## src/rtl/m68k_bus_ctrl_pkg.sv

```systemverilog
// Shared types for the fx68k bus controller: region and FSM encodings plus the
// address-nibble region decoder.
package m68k_bus_pkg;

    typedef enum logic [2:0] {
        REG_ROM  = 3'd0,
        REG_RAM  = 3'd1,
        REG_LED  = 3'd2,
        REG_ACIA = 3'd3,
        REG_GPIO = 3'd4,
        REG_NONE = 3'd5
    } region_t;

    typedef enum logic [2:0] {
        IDLE,
        WAIT,
        ACK,
        VPA,
        BERR,
        DONE
    } state_t;

    localparam int ADDR_REGION_MSB = 15;
    localparam int ADDR_REGION_LSB = 12;
    localparam int WAIT_CTR_W      = 4;

    function automatic region_t decodeRegion(input logic [3:0] nibble);
        case (nibble)
            4'h0:    return REG_ROM;
            4'h1:    return REG_RAM;
            4'h2:    return REG_LED;
            4'h3:    return REG_ACIA;
            4'h4:    return REG_GPIO;
            default: return REG_NONE;
        endcase
    endfunction

endpackage

```

## src/rtl/m68k_bus_ctrl_if.sv

```systemverilog
// CPU-facing bus signals of the fx68k plus the memory/peripheral selects the
// controller derives from them.
interface m68k_bus_ctrl_if;
    logic        as_n;
    logic        rw;
    logic        uds_n;
    logic        lds_n;
    logic [23:1] addr;
    logic        dtack_n;
    logic        vpa_n;
    logic        berr_n;
    logic        rom_cs;
    logic        ram_cs;
    logic        ram_we;
    logic [1:0]  ram_mask;
    logic [2:0]  per_sel;

    modport master (
        output as_n, rw, uds_n, lds_n, addr,
        input  dtack_n, vpa_n, berr_n
    );

    modport slave (
        input  as_n, rw, uds_n, lds_n, addr,
        output dtack_n, vpa_n, berr_n, rom_cs, ram_cs, ram_we, ram_mask, per_sel
    );
endinterface

```

## src/rtl/m68k_bus_ctrl_bus_wait_ctr.sv

```systemverilog
// Loadable saturating counter with a terminal flag; counts down to TERMINAL for
// wait states or up to TERMINAL for the bus-error timeout.
module bus_wait_ctr #(
    parameter int               WIDTH    = 4,
    parameter bit               COUNT_UP = 1'b0,
    parameter logic [WIDTH-1:0] TERMINAL = '0
) (
    input  logic             clk,
    input  logic             rst_n,
    input  logic             i_load,
    input  logic [WIDTH-1:0] i_loadVal,
    input  logic             i_en,
    output logic             o_terminal
);

    logic [WIDTH-1:0] r_count;

    assign o_terminal = (r_count == TERMINAL);

    // Holding at TERMINAL keeps the terminal flag stable until the next load.
    always_ff @(posedge clk or negedge rst_n) begin
        if (!rst_n) begin
            r_count <= '0;
        end else if (i_load) begin
            r_count <= i_loadVal;
        end else if (i_en && !o_terminal) begin
            if (COUNT_UP) begin
                r_count <= r_count + 1'b1;
            end else begin
                r_count <= r_count - 1'b1;
            end
        end
    end

endmodule

```

## src/rtl/m68k_bus_ctrl.sv

```systemverilog
// fx68k bus controller: region decode, wait states, registered DTACK/VPA/BERR and
// a one-clock RAM write strobe. Optional macro BUS_WATCHDOG_EN enables the BERR timeout.
module m68k_bus_ctrl
    import m68k_bus_pkg::*;
#(
    parameter int ROM_WAIT     = 0,
    parameter int RAM_WAIT     = 0,
    parameter int BERR_TIMEOUT = 255
) (
    input  logic                  clk,
    input  logic                  rst_n,
    m68k_bus_ctrl_if.slave        io_bus
);

    if (ROM_WAIT < 0 || ROM_WAIT > 15) begin : g_romWaitRange
        $error("ROM_WAIT must be 0..15");
    end
    if (RAM_WAIT < 0 || RAM_WAIT > 15) begin : g_ramWaitRange
        $error("RAM_WAIT must be 0..15");
    end
    if (BERR_TIMEOUT < 1 || BERR_TIMEOUT > 65535) begin : g_berrRange
        $error("BERR_TIMEOUT must be 1..65535");
    end

    state_t                r_state;
    state_t                w_nextState;
    region_t               r_region;
    region_t               w_addrRegion;
    region_t               w_cycleRegion;
    logic                  r_rw;
    logic                  w_cycleRw;
    logic                  w_cycleStart;
    logic                  w_ackEntry;
    logic [1:0]            r_ramMask;
    logic                  r_dtackN;
    logic                  r_vpaN;
    logic                  r_ramWe;
    logic                  w_waitLoad;
    logic [WAIT_CTR_W-1:0] w_waitLoadVal;
    logic                  w_waitTerm;
    logic                  w_unusedAddr;

    assign w_addrRegion = decodeRegion(io_bus.addr[ADDR_REGION_MSB:ADDR_REGION_LSB]);
    assign w_unusedAddr = ^{io_bus.addr[23:16], io_bus.addr[11:1]};
    assign w_cycleStart = (r_state == IDLE) && !io_bus.as_n;

    // Entry into ACK can come straight from IDLE, before region/rw are latched.
    assign w_cycleRegion = (r_state == IDLE) ? w_addrRegion : r_region;
    assign w_cycleRw     = (r_state == IDLE) ? io_bus.rw    : r_rw;

    bus_wait_ctr #(
        .WIDTH    (WAIT_CTR_W),
        .COUNT_UP (1'b0),
        .TERMINAL ('0)
    ) u_waitCtr (
        .clk        (clk),
        .rst_n      (rst_n),
        .i_load     (w_waitLoad),
        .i_loadVal  (w_waitLoadVal),
        .i_en       (r_state == WAIT),
        .o_terminal (w_waitTerm)
    );

`ifdef BUS_WATCHDOG_EN
    localparam int BERR_W = (BERR_TIMEOUT > 1) ? $clog2(BERR_TIMEOUT) : 1;

    logic w_berrTerm;
    logic r_berrN;

    bus_wait_ctr #(
        .WIDTH    (BERR_W),
        .COUNT_UP (1'b1),
        .TERMINAL (BERR_W'(BERR_TIMEOUT - 1))
    ) u_berrCtr (
        .clk        (clk),
        .rst_n      (rst_n),
        .i_load     (r_state != BERR),
        .i_loadVal  ('0),
        .i_en       (r_state == BERR),
        .o_terminal (w_berrTerm)
    );

    always_ff @(posedge clk or negedge rst_n) begin
        if (!rst_n) begin
            r_berrN <= 1'b1;
        end else begin
            r_berrN <= !((r_state == BERR) && (w_nextState == BERR) && w_berrTerm);
        end
    end

    assign io_bus.berr_n = r_berrN;
`else
    assign io_bus.berr_n = 1'b1;
`endif

    always_ff @(posedge clk or negedge rst_n) begin
        if (!rst_n) begin
            r_state <= IDLE;
        end else begin
            r_state <= w_nextState;
        end
    end

    always_comb begin
        w_nextState   = r_state;
        w_waitLoad    = 1'b0;
        w_waitLoadVal = '0;
        case (r_state)
            IDLE: begin
                if (!io_bus.as_n) begin
                    case (w_addrRegion)
                        REG_ROM: begin
                            if (ROM_WAIT == 0) begin
                                w_nextState = ACK;
                            end else begin
                                w_waitLoad    = 1'b1;
                                w_waitLoadVal = WAIT_CTR_W'(ROM_WAIT - 1);
                                w_nextState   = WAIT;
                            end
                        end
                        REG_RAM: begin
                            if (RAM_WAIT == 0) begin
                                w_nextState = ACK;
                            end else begin
                                w_waitLoad    = 1'b1;
                                w_waitLoadVal = WAIT_CTR_W'(RAM_WAIT - 1);
                                w_nextState   = WAIT;
                            end
                        end
                        REG_LED, REG_ACIA, REG_GPIO: w_nextState = VPA;
`ifdef BUS_WATCHDOG_EN
                        default: w_nextState = BERR;
`else
                        default: w_nextState = ACK;
`endif
                    endcase
                end
            end
            WAIT: begin
                if (io_bus.as_n) begin
                    w_nextState = DONE;
                end else if (w_waitTerm) begin
                    w_nextState = ACK;
                end
            end
            ACK, VPA, BERR: begin
                if (io_bus.as_n) begin
                    w_nextState = DONE;
                end
            end
            DONE:    w_nextState = IDLE;
            default: w_nextState = IDLE;
        endcase
    end

    assign w_ackEntry = (w_nextState == ACK) && (r_state != ACK);

    // Outputs are decoded from the next state so they change on the same edge as the FSM.
    always_ff @(posedge clk or negedge rst_n) begin
        if (!rst_n) begin
            r_region  <= REG_NONE;
            r_rw      <= 1'b1;
            r_ramMask <= 2'b00;
            r_dtackN  <= 1'b1;
            r_vpaN    <= 1'b1;
            r_ramWe   <= 1'b0;
        end else begin
            r_dtackN <= !(w_nextState == ACK);
            r_vpaN   <= !(w_nextState == VPA);
            r_ramWe  <= w_ackEntry && (w_cycleRegion == REG_RAM) && !w_cycleRw;
            if (w_cycleStart) begin
                r_region  <= w_addrRegion;
                r_rw      <= io_bus.rw;
                r_ramMask <= {!io_bus.uds_n, !io_bus.lds_n};
            end
        end
    end

    assign io_bus.dtack_n  = r_dtackN;
    assign io_bus.vpa_n    = r_vpaN;
    assign io_bus.ram_we   = r_ramWe;
    assign io_bus.ram_mask = r_ramMask;
    assign io_bus.rom_cs   = !io_bus.as_n && (w_addrRegion == REG_ROM);
    assign io_bus.ram_cs   = !io_bus.as_n && (w_addrRegion == REG_RAM);
    assign io_bus.per_sel  = io_bus.as_n ? 3'b000 :
                             {w_addrRegion == REG_GPIO, w_addrRegion == REG_ACIA, w_addrRegion == REG_LED};

endmodule

```

## src/flat_wrapper.sv

```systemverilog
// flat-port wrapper written by rule: the top's interface ports become plain ports
module m68k_bus_ctrl_flat import m68k_bus_pkg::*;
#(
    parameter int ROM_WAIT     = 0,
    parameter int RAM_WAIT     = 0,
    parameter int BERR_TIMEOUT = 255
)
  (clk, rst_n, io_bus_as_n, io_bus_rw, io_bus_uds_n, io_bus_lds_n, io_bus_addr, io_bus_dtack_n, io_bus_vpa_n, io_bus_berr_n, io_bus_rom_cs, io_bus_ram_cs, io_bus_ram_we, io_bus_ram_mask, io_bus_per_sel);
  m68k_bus_ctrl_if io_bus_i ();
  input  logic clk;
  input  logic rst_n;
  input wire logic [$bits(io_bus_i.as_n)-1:0] io_bus_as_n;
  input wire logic [$bits(io_bus_i.rw)-1:0] io_bus_rw;
  input wire logic [$bits(io_bus_i.uds_n)-1:0] io_bus_uds_n;
  input wire logic [$bits(io_bus_i.lds_n)-1:0] io_bus_lds_n;
  input wire logic [$bits(io_bus_i.addr)-1:0] io_bus_addr;
  output wire logic [$bits(io_bus_i.dtack_n)-1:0] io_bus_dtack_n;
  output wire logic [$bits(io_bus_i.vpa_n)-1:0] io_bus_vpa_n;
  output wire logic [$bits(io_bus_i.berr_n)-1:0] io_bus_berr_n;
  output wire logic [$bits(io_bus_i.rom_cs)-1:0] io_bus_rom_cs;
  output wire logic [$bits(io_bus_i.ram_cs)-1:0] io_bus_ram_cs;
  output wire logic [$bits(io_bus_i.ram_we)-1:0] io_bus_ram_we;
  output wire logic [$bits(io_bus_i.ram_mask)-1:0] io_bus_ram_mask;
  output wire logic [$bits(io_bus_i.per_sel)-1:0] io_bus_per_sel;
  assign io_bus_i.as_n = io_bus_as_n;
  assign io_bus_i.rw = io_bus_rw;
  assign io_bus_i.uds_n = io_bus_uds_n;
  assign io_bus_i.lds_n = io_bus_lds_n;
  assign io_bus_i.addr = io_bus_addr;
  assign io_bus_dtack_n = io_bus_i.dtack_n;
  assign io_bus_vpa_n = io_bus_i.vpa_n;
  assign io_bus_berr_n = io_bus_i.berr_n;
  assign io_bus_rom_cs = io_bus_i.rom_cs;
  assign io_bus_ram_cs = io_bus_i.ram_cs;
  assign io_bus_ram_we = io_bus_i.ram_we;
  assign io_bus_ram_mask = io_bus_i.ram_mask;
  assign io_bus_per_sel = io_bus_i.per_sel;
  m68k_bus_ctrl #(.ROM_WAIT(ROM_WAIT), .RAM_WAIT(RAM_WAIT), .BERR_TIMEOUT(BERR_TIMEOUT)) u_core (.clk(clk), .rst_n(rst_n), .io_bus(io_bus_i));
endmodule
```

## config.mk

```make
export PLATFORM = sky130hd
export DESIGN_NAME = m68k_bus_ctrl_flat
export DESIGN_NICKNAME = d
export VERILOG_FILES = /design/src/rtl/m68k_bus_ctrl_pkg.sv /design/src/rtl/m68k_bus_ctrl_if.sv /design/src/rtl/m68k_bus_ctrl_bus_wait_ctr.sv /design/src/rtl/m68k_bus_ctrl.sv /design/src/flat_wrapper.sv
export SDC_FILE = /design/constraint.sdc
export NUM_CORES = 1
export LEC_CHECK = 0
export BUFFER_PORTS_ARGS = -buffer_cell sky130_fd_sc_hd__buf_2
export CORE_ASPECT_RATIO = 0.9
export CORE_MARGIN = 2
export CORE_UTILIZATION = 45
export CTS_CLUSTER_DIAMETER = 40
export DETAILED_ROUTE_END_ITERATION = 10
export HOLD_SLACK_MARGIN = 0.1
export PLACE_DENSITY = 0.84
export SLEW_MARGIN = 20
export SYNTH_ARGS = -nofsm -noshare
export SYNTH_HDL_FRONTEND = slang
export SYNTH_SLANG_ARGS = --single-unit
export TNS_END_PERCENT = 20
```

## constraint.sdc

```tcl
create_clock -name clk -period 2 [get_ports clk]
set_input_delay 0.2 -clock clk [delete_from_list [all_inputs] [get_ports clk]]
set_output_delay 0.2 -clock clk [all_outputs]
set_load 0.05 [all_outputs]
```

==> qor.txt, run 1 <==
Req. time, crit path - 2.18 ns
WL/cell - 11.2 um
Final Hold Fails - 0
placed standard-cell area - 966 um2
Synth Cell Area - 875 um2
Top FF cell, synth - dfrtp_1
CP delay by family, top - simple AND/OR/NAND/NOR gates
# nets final - 145
Area Growth Syn to Fin - 18.0%
min Tclk post-route - 1.51 ns
syn nets - 123
Hold Crit Class - input pin to flop
largest net degree at the start of global routing - 17
Seq/Total Area, Yosys - 0.465
RSZ-0062 raised after global routing - false
I/O Buffers - 19
worst reg-to-reg setup slack - 0.49 ns
worst path arrival time - 1.69 ns
crit end category - flop
leakage - 0.470 nW
crit-path cells - inv_1 > ha_1 > or3b_4 > nor3_1 > o21ai_1 > o2111a_1
final worst slack - 0.492 ns
setup bufs post-CTS - 0
clock slew at reported path FFs - 0.09 ns
Synth warnings - 0
dpl ws - 0.489 ns
CTS tree - built
overall routing resource usage - 0.160
vias - 711
Post-Synthesis Mean Instance Area - 9.40 um2
boundary pin count - 40
diode count - 0
maximum vdd drop - 637 uV
Crit path buffers/inverters - 1
GP Congestion - 0.719
synthesized instance count - 93
DRT iter0 DRCs - 11
DP Cell Count - 132
status - finished, final reports clean
fin. max-slew vios - 0
die area - 2310 um2
number of synthesized flops with an enable pin - 0
WL final - 1.56 mm
GRT overflow - 0
CTS Root Cell - clkbuf_4
commonest non-fill, non-tap cell in the layout - buf_2
Yosys cell types - 34
final core occ - 0.550
Yosys reg bits - 16
fin crit share - 0.754
CTS Buf Count - 3
Synth async-reset ratio - 1.00
Clock Path Buffers - 2
std cell rows - 15
critical path type - flop to flop
DR pass1 iterations - 4
first-pass GRT wire length - 2.73 mm
Clock Skew - 0.00357 ns
via/cell ratio - 5.12
clk sink count - 16
most frequent cells in the layout - 19 x buf_2, 17 x nand2_1, 11 x dfrtp_1
final instance area - 1030 um2
PD cells - 1130 nW/um2
die width - 50.5 um
maximum clock rate - 663 MHz
clk_lat worst skew - 0.28 ns
vias in the first global route - 651
residual antenna-violating net count after detailed routing - 0
TNS Setup - 0 ns
CTS H-tree lvls - 1
DRC - 0
total core area - 1880 um2
Post-Layout Cell Count - 139
share of layout cells above drive strength 1 - 0.325
initial core utilization - 0.466
Die H - 45.8 um
slowest stage cell, crit path - dfrtp_1
Final Setup Violations - 0
dpl hpwl - 1.11 mm
Worst Setup Start Kind - flop
Crit Path Max Fanout - 4
max-cap violation count - 0
initial antenna violation count - 0
CP max stage delay - 0.42 ns
logic make-up (layout without fill, tap and decap cells):
family	count (synthesis)	after routing	synth area share
adders and majority gates	1	1	0.0143
muxes	1	1	0.0129
xor gates and xnor gates	2	2	0.0200
AOI/OAI and AO/OA	16	16	0.116
buffers and inverters	8	29	0.0529
DFF	16	16	0.465
and+or+nand+nor	48	48	0.315
other	1	1	0.00429
per-stage QoR:
stage	hold WS, ns	total power [mW]
after floorplan	-0.0956	0.894
after detailed placement	0.130	0.961
after global placement	0.122	0.943
after global routing	0.125	1.26
final	0.118	1.17
after CTS	0.106	1.18
layer usage:
layer / up-vias / part of all wire / routed length [um] / GRT usage
met4: 0 / 0.022 / 34 / 0.0811
met1: 324 / 0.46 / 708 / 0.190
met5: - / 0 / 0 / 0
met2: 22 / 0.47 / 727 / 0.274
met3: 5 / 0.055 / 85 / 0.0395
li1: 360 / - / - / -
power breakdown:
group | internal, mW | switching [mW] | total [mW]
clock network | 0.111 | 0.0984 | 0.209
registers | 0.437 | 0.116 | 0.554
logic | 0.141 | 0.263 | 0.404
state kept, by name, summed over array words and instances, names as in the netlist:
name                      flops
u_core.u_waitCtr.r_count      4
u_core.io_bus.dtack_n         1
u_core.io_bus.ram_mask        2
u_core.io_bus.ram_we          1
u_core.r_region               3
u_core.io_bus.vpa_n           1
u_core.r_state                3
u_core.r_rw                   1
path summary, 6_finish.rpt:
kind | from | to | depth (start not counted)
worst max-delay path | u_core.u_waitCtr.r_count[0] | u_core.r_state[0] | 6
worst min-delay path | io_bus_lds_n | u_core.io_bus.ram_mask[0] | 2
worst max register to register | u_core.u_waitCtr.r_count[0] | u_core.r_state[0] | 6
worst min register to register | u_core.r_rw | u_core.r_rw | 2
max in group asynchronous | rst_n | u_core.io_bus.vpa_n | 2
min in group asynchronous | rst_n | u_core.r_region[1] | 2
timing repair:
item / CTS / global route
gates resized for setup: 0 / 0
hold buffers: 3 / 0
setup endpoints to repair: 0 / 0
endpoints found under the hold margin: 13 / 0
layout make-up:
class	count	area (um2)
fillers	181	845
multi-input cells	69	422
flip-flops and latches	16	407
repair buffers	22	125
clock buffers	4	36.3
well taps	25	31.3
inverters	3	11.3
worst reg2reg max path: stages (launching register included):
cell and delay [ns]:
dfrtp_1 0.42, inv_1 0.07, ha_1 0.15, or3b_4 0.41
nor3_1 0.15, o21ai_1 0.08, o2111a_1 0.13
cell usage after synthesis, drive strengths merged, types with 2 or more instances:
library cell | count | area (um2)
nand2 | 17 | 63.8
dfrtp | 11 | 275
nor2 | 9 | 41.3
o21ai | 8 | 43.8
buf | 5 | 35.0
dfstp | 5 | 131
nand3 | 5 | 35.0
a21oi | 4 | 23.8
nor3 | 4 | 20.0
inv | 3 | 11.3
and3 | 2 | 12.5
nor2b | 2 | 12.5
nor3b | 2 | 15.0
nor4 | 2 | 33.8
nor4b | 2 | 17.5
No activity file was read; power rests on OpenSTA's default activity.
==> run 2, diff against run 1 <==
- ABC_AREA: unset -> 1
- CORE_UTILIZATION: 45 -> 44
- clock period: 2 -> 1.6 ns (I/O delays scaled with it)
==> run 2 against run 1 <==
  * Critical path type unchanged
  * Global-route usage increased by 0.38 points
  * Synthesized cell count is 6.5% higher
  * Clock power grew 4%
==> qor.txt, run 2 <==
final core occ - 0.582 (was 0.550)
Yosys cell types - 23 (was 34)
std cell rows - 14 (was 15)
Final Setup Violations - 0 (unchanged)
Hold Startpoint - io_bus_rw (was io_bus_lds_n)
DRT iter0 DRCs - 29 (was 11)
GRT overflow - 0 (unchanged)
CTS H-tree lvls - 1 (unchanged)
DRC - 0 (unchanged)
most frequent cells in the layout - 24 x nand2_1, 19 x buf_2, 11 x inv_1, 11 x dfrtp_1 (was 19 x buf_2, 17 x nand2_1, 11 x dfrtp_1)
largest net degree at the start of global routing - 17 (unchanged)
Final Hold Fails - 0 (unchanged)
Req. time, crit path - 1.77 ns (was 2.18 ns)
commonest non-fill, non-tap cell in the layout - nand2_1 (was buf_2)
top sig layer - met4 (unchanged)
fin. max-slew vios - 0 (unchanged)
initial core utilization - 0.478 (was 0.466)
Post-Layout Cell Count - 148 (was 139)
CTS Buf Count - 3 (unchanged)
DP Cell Count - 141 (was 132)
vias - 720 (was 711)
share of layout cells above drive strength 1 - 0.315 (was 0.325)
initial antenna violation count - 0 (unchanged)
Fillers - 168 (was 181)
top flop regs - u_core.u_waitCtr.r_count: 4 flops, u_core.r_region: 3 flops, u_core.r_state: 3 flops (unchanged)
clk_lat worst skew - 0.29 ns (was 0.28 ns)
boundary pin count - 40 (unchanged)
max-cap violation count - 0 (unchanged)
Crit Path Max Fanout - 6 (was 4)
maximum clock rate - 801 MHz (was 663 MHz)
leakage - 0.520 nW (was 0.470 nW)
# nets final - 155 (was 145)
Metal-1 WL - 720 um (was 708 um)
fin crit share - 0.780 (was 0.754)
Die H - 45.0 um (was 45.8 um)
overall routing resource usage - 0.164 (was 0.160)
die width - 49.5 um (was 50.5 um)
first-pass GRT wire length - 2.67 mm (was 2.73 mm)
final instance area - 1000 um2 (was 1030 um2)
cell taking the most area after synthesis - dfrtp_1 (unchanged)
diode count - 0 (unchanged)
Synth top area share - 0.335 (was 0.315)
Synth async-reset ratio - 1.00 (unchanged)
placed standard-cell area - 943 um2 (was 966 um2)
CTS tree - built (unchanged)
Logic pwr share - 0.432 (was 0.346)
Synth Cell Area - 821 um2 (was 875 um2)
Worst Setup Start Kind - flop (unchanged)
switching portion of total power - 0.440 (was 0.410)
number of synthesized flops with an enable pin - 0 (unchanged)
max FFs per register - 4 (unchanged)
Clock Path Buffers - 2 (unchanged)
WL/cell - 10.9 um (was 11.2 um)
Clk pwr share - 0.143 (was 0.179)
status - finished, final reports clean (unchanged)
critical path type - flop to flop (unchanged)
I/O Buffers - 19 (unchanged)
maximum vdd drop - 687 uV (was 637 uV)
worst flop-to-flop path startpoint - u_core.u_waitCtr.r_count[0] (unchanged)
Sw Pwr - 0.672 mW (was 0.478 mW)
Int Pwr - 0.857 mW (was 0.689 mW)
Synth warnings - 0 (unchanged)
post-CTS resize count - 0 (unchanged)
Yosys reg bits - 16 (unchanged)
largest reg by FF count - u_core.u_waitCtr.r_count (unchanged)
clock slew at reported path FFs - 0.09 ns (about the same)
Post-Synthesis Mean Instance Area - 8.29 um2 (was 9.40 um2)
Clock Skew - 0.00674 ns (was 0.00357 ns)
Area Growth Syn to Fin - 21.8% (was 18.0%)
Area contributors post-synth - dfrtp_1 34%, dfstp_2 16%, nand2_1 11% (was dfrtp_1 31%, dfstp_2 15%, nand2_1 7.3%)
met2 WL - 771 um (was 727 um)
DR pass1 iterations - 4 (unchanged)
met3 wire len - 87 um (was 85 um)
worst path arrival time - 1.42 ns (was 1.69 ns)
dpl hpwl - 1.18 mm (was 1.11 mm)
die area - 2230 um2 (was 2310 um2)
PD cells - 1530 nW/um2 (was 1130 nW/um2)
min Tclk post-route - 1.25 ns (was 1.51 ns)
final worst slack - 0.352 ns (was 0.492 ns)
WL final - 1.61 mm (was 1.56 mm)
GP Congestion - 0.722 (was 0.719)
Sequential Power Share - 0.426 (was 0.474)
clk sink count - 16 (unchanged)
syn nets - 129 (was 123)
setup bufs post-CTS - 0 (unchanged)
CTS Root Cell - clkbuf_4 (unchanged)
total core area - 1720 um2 (was 1880 um2)
residual antenna-violating net count after detailed routing - 0 (unchanged)
synthesized instance count - 99 (was 93)
vias in the first global route - 654 (was 651)
Seq/Total Area, Yosys - 0.495 (was 0.465)
Critical path origin - u_core.u_waitCtr.r_count[0] (unchanged)
total power - 1.53 mW (was 1.17 mW)
via/cell ratio - 4.86 (was 5.12)
Top FF cell, synth - dfrtp_1 (unchanged)
most frequent cell after synthesis - nand2_1 (unchanged)
dpl ws - 0.375 ns (was 0.489 ns)
crit end category - flop (unchanged)
Synth top cells by count - 24 x nand2_1, 11 x dfrtp_1, 11 x inv_1 (was 17 x nand2_1, 11 x dfrtp_1, 8 x nor2_1)
RSZ-0062 raised after global routing - false (unchanged)
Hold Crit Class - input pin to flop (unchanged)
-- run 2: worst max-delay path: stages, from the launching register on --
cell	delay (ns)
dfrtp_1	0.37
inv_1	0.10
ha_1	0.21
nand2_1	0.09
o21ai_2	0.23
o21ai_0	0.12
-- run 2: repair_timing --
| action | 4_1_cts | 5_1_grt |
|---|---|---|
| setup endpoints to repair | 0 | 0 |
| endpoints found under the hold margin | 18 | 0 |
| hold buffers | 3 | 0 |
-- run 2: area by class of cell --
cell class | instances | area (um2) | share of cell area
clock buffer | 4 | 26.3 | 0.0263
tap | 24 | 30.0 | 0.0300
timing repair buffer | 22 | 125 | 0.125
multi-input combinational | 69 | 360 | 0.360
inverter | 13 | 51.3 | 0.0513
sequential | 16 | 407 | 0.407
-- run 2: through the flow --
stage	setup TNS, ns	hold slack, ns
2_1_floorplan	-0.00144	-0.136
4_1_cts	0	0.102
5_1_grt	0	0.107
3_3_place_gp	0	0.0781
3_5_place_dp	0	0.0818
6_report	0	0.111
-- run 2: path summary, 6_finish.rpt --
| kind | cells after the start | to | slack, ns |
|---|---|---|---|
| worst max register to register | 5 | u_core.u_waitCtr.r_count[2] | 0.35 |
| min in group asynchronous | 2 | u_core.r_region[1] | 0.32 |
| worst max-delay path | 5 | u_core.u_waitCtr.r_count[2] | 0.35 |
| worst min register to register | 2 | u_core.r_rw | 0.47 |
| worst min-delay path | 3 | u_core.r_rw | 0.11 |
| max in group asynchronous | 2 | u_core.io_bus.dtack_n | 0.98 |
-- run 2: routing by layer --
metal,up-vias,GRT usage
li1,368,-
met1,324,0.188
met2,24,0.291
met3,4,0.0298
met4,0,0.100
met5,-,0
-- run 2: cells by family after synthesis --
family	Yosys count	synth area share
flops	16	0.495
other cells	1	0.00457
fa+ha+maj	1	0.0152
compound gates	13	0.0884
xor+xnor	2	0.0213
buf+inv	14	0.0717
simple gates	52	0.303
-- run 2: power groups by stage --
stage | Sequential (mW) | Clock [mW] | Combinational, mW
after detailed placement | 0.651 | 0 | 0.654
after global placement | 0.645 | 0 | 0.632
after CTS | 0.646 | 0.224 | 0.662
after floorplan | 0.800 | 0 | 0.361
after global routing | 0.667 | 0.235 | 0.733
final | 0.651 | 0.218 | 0.660
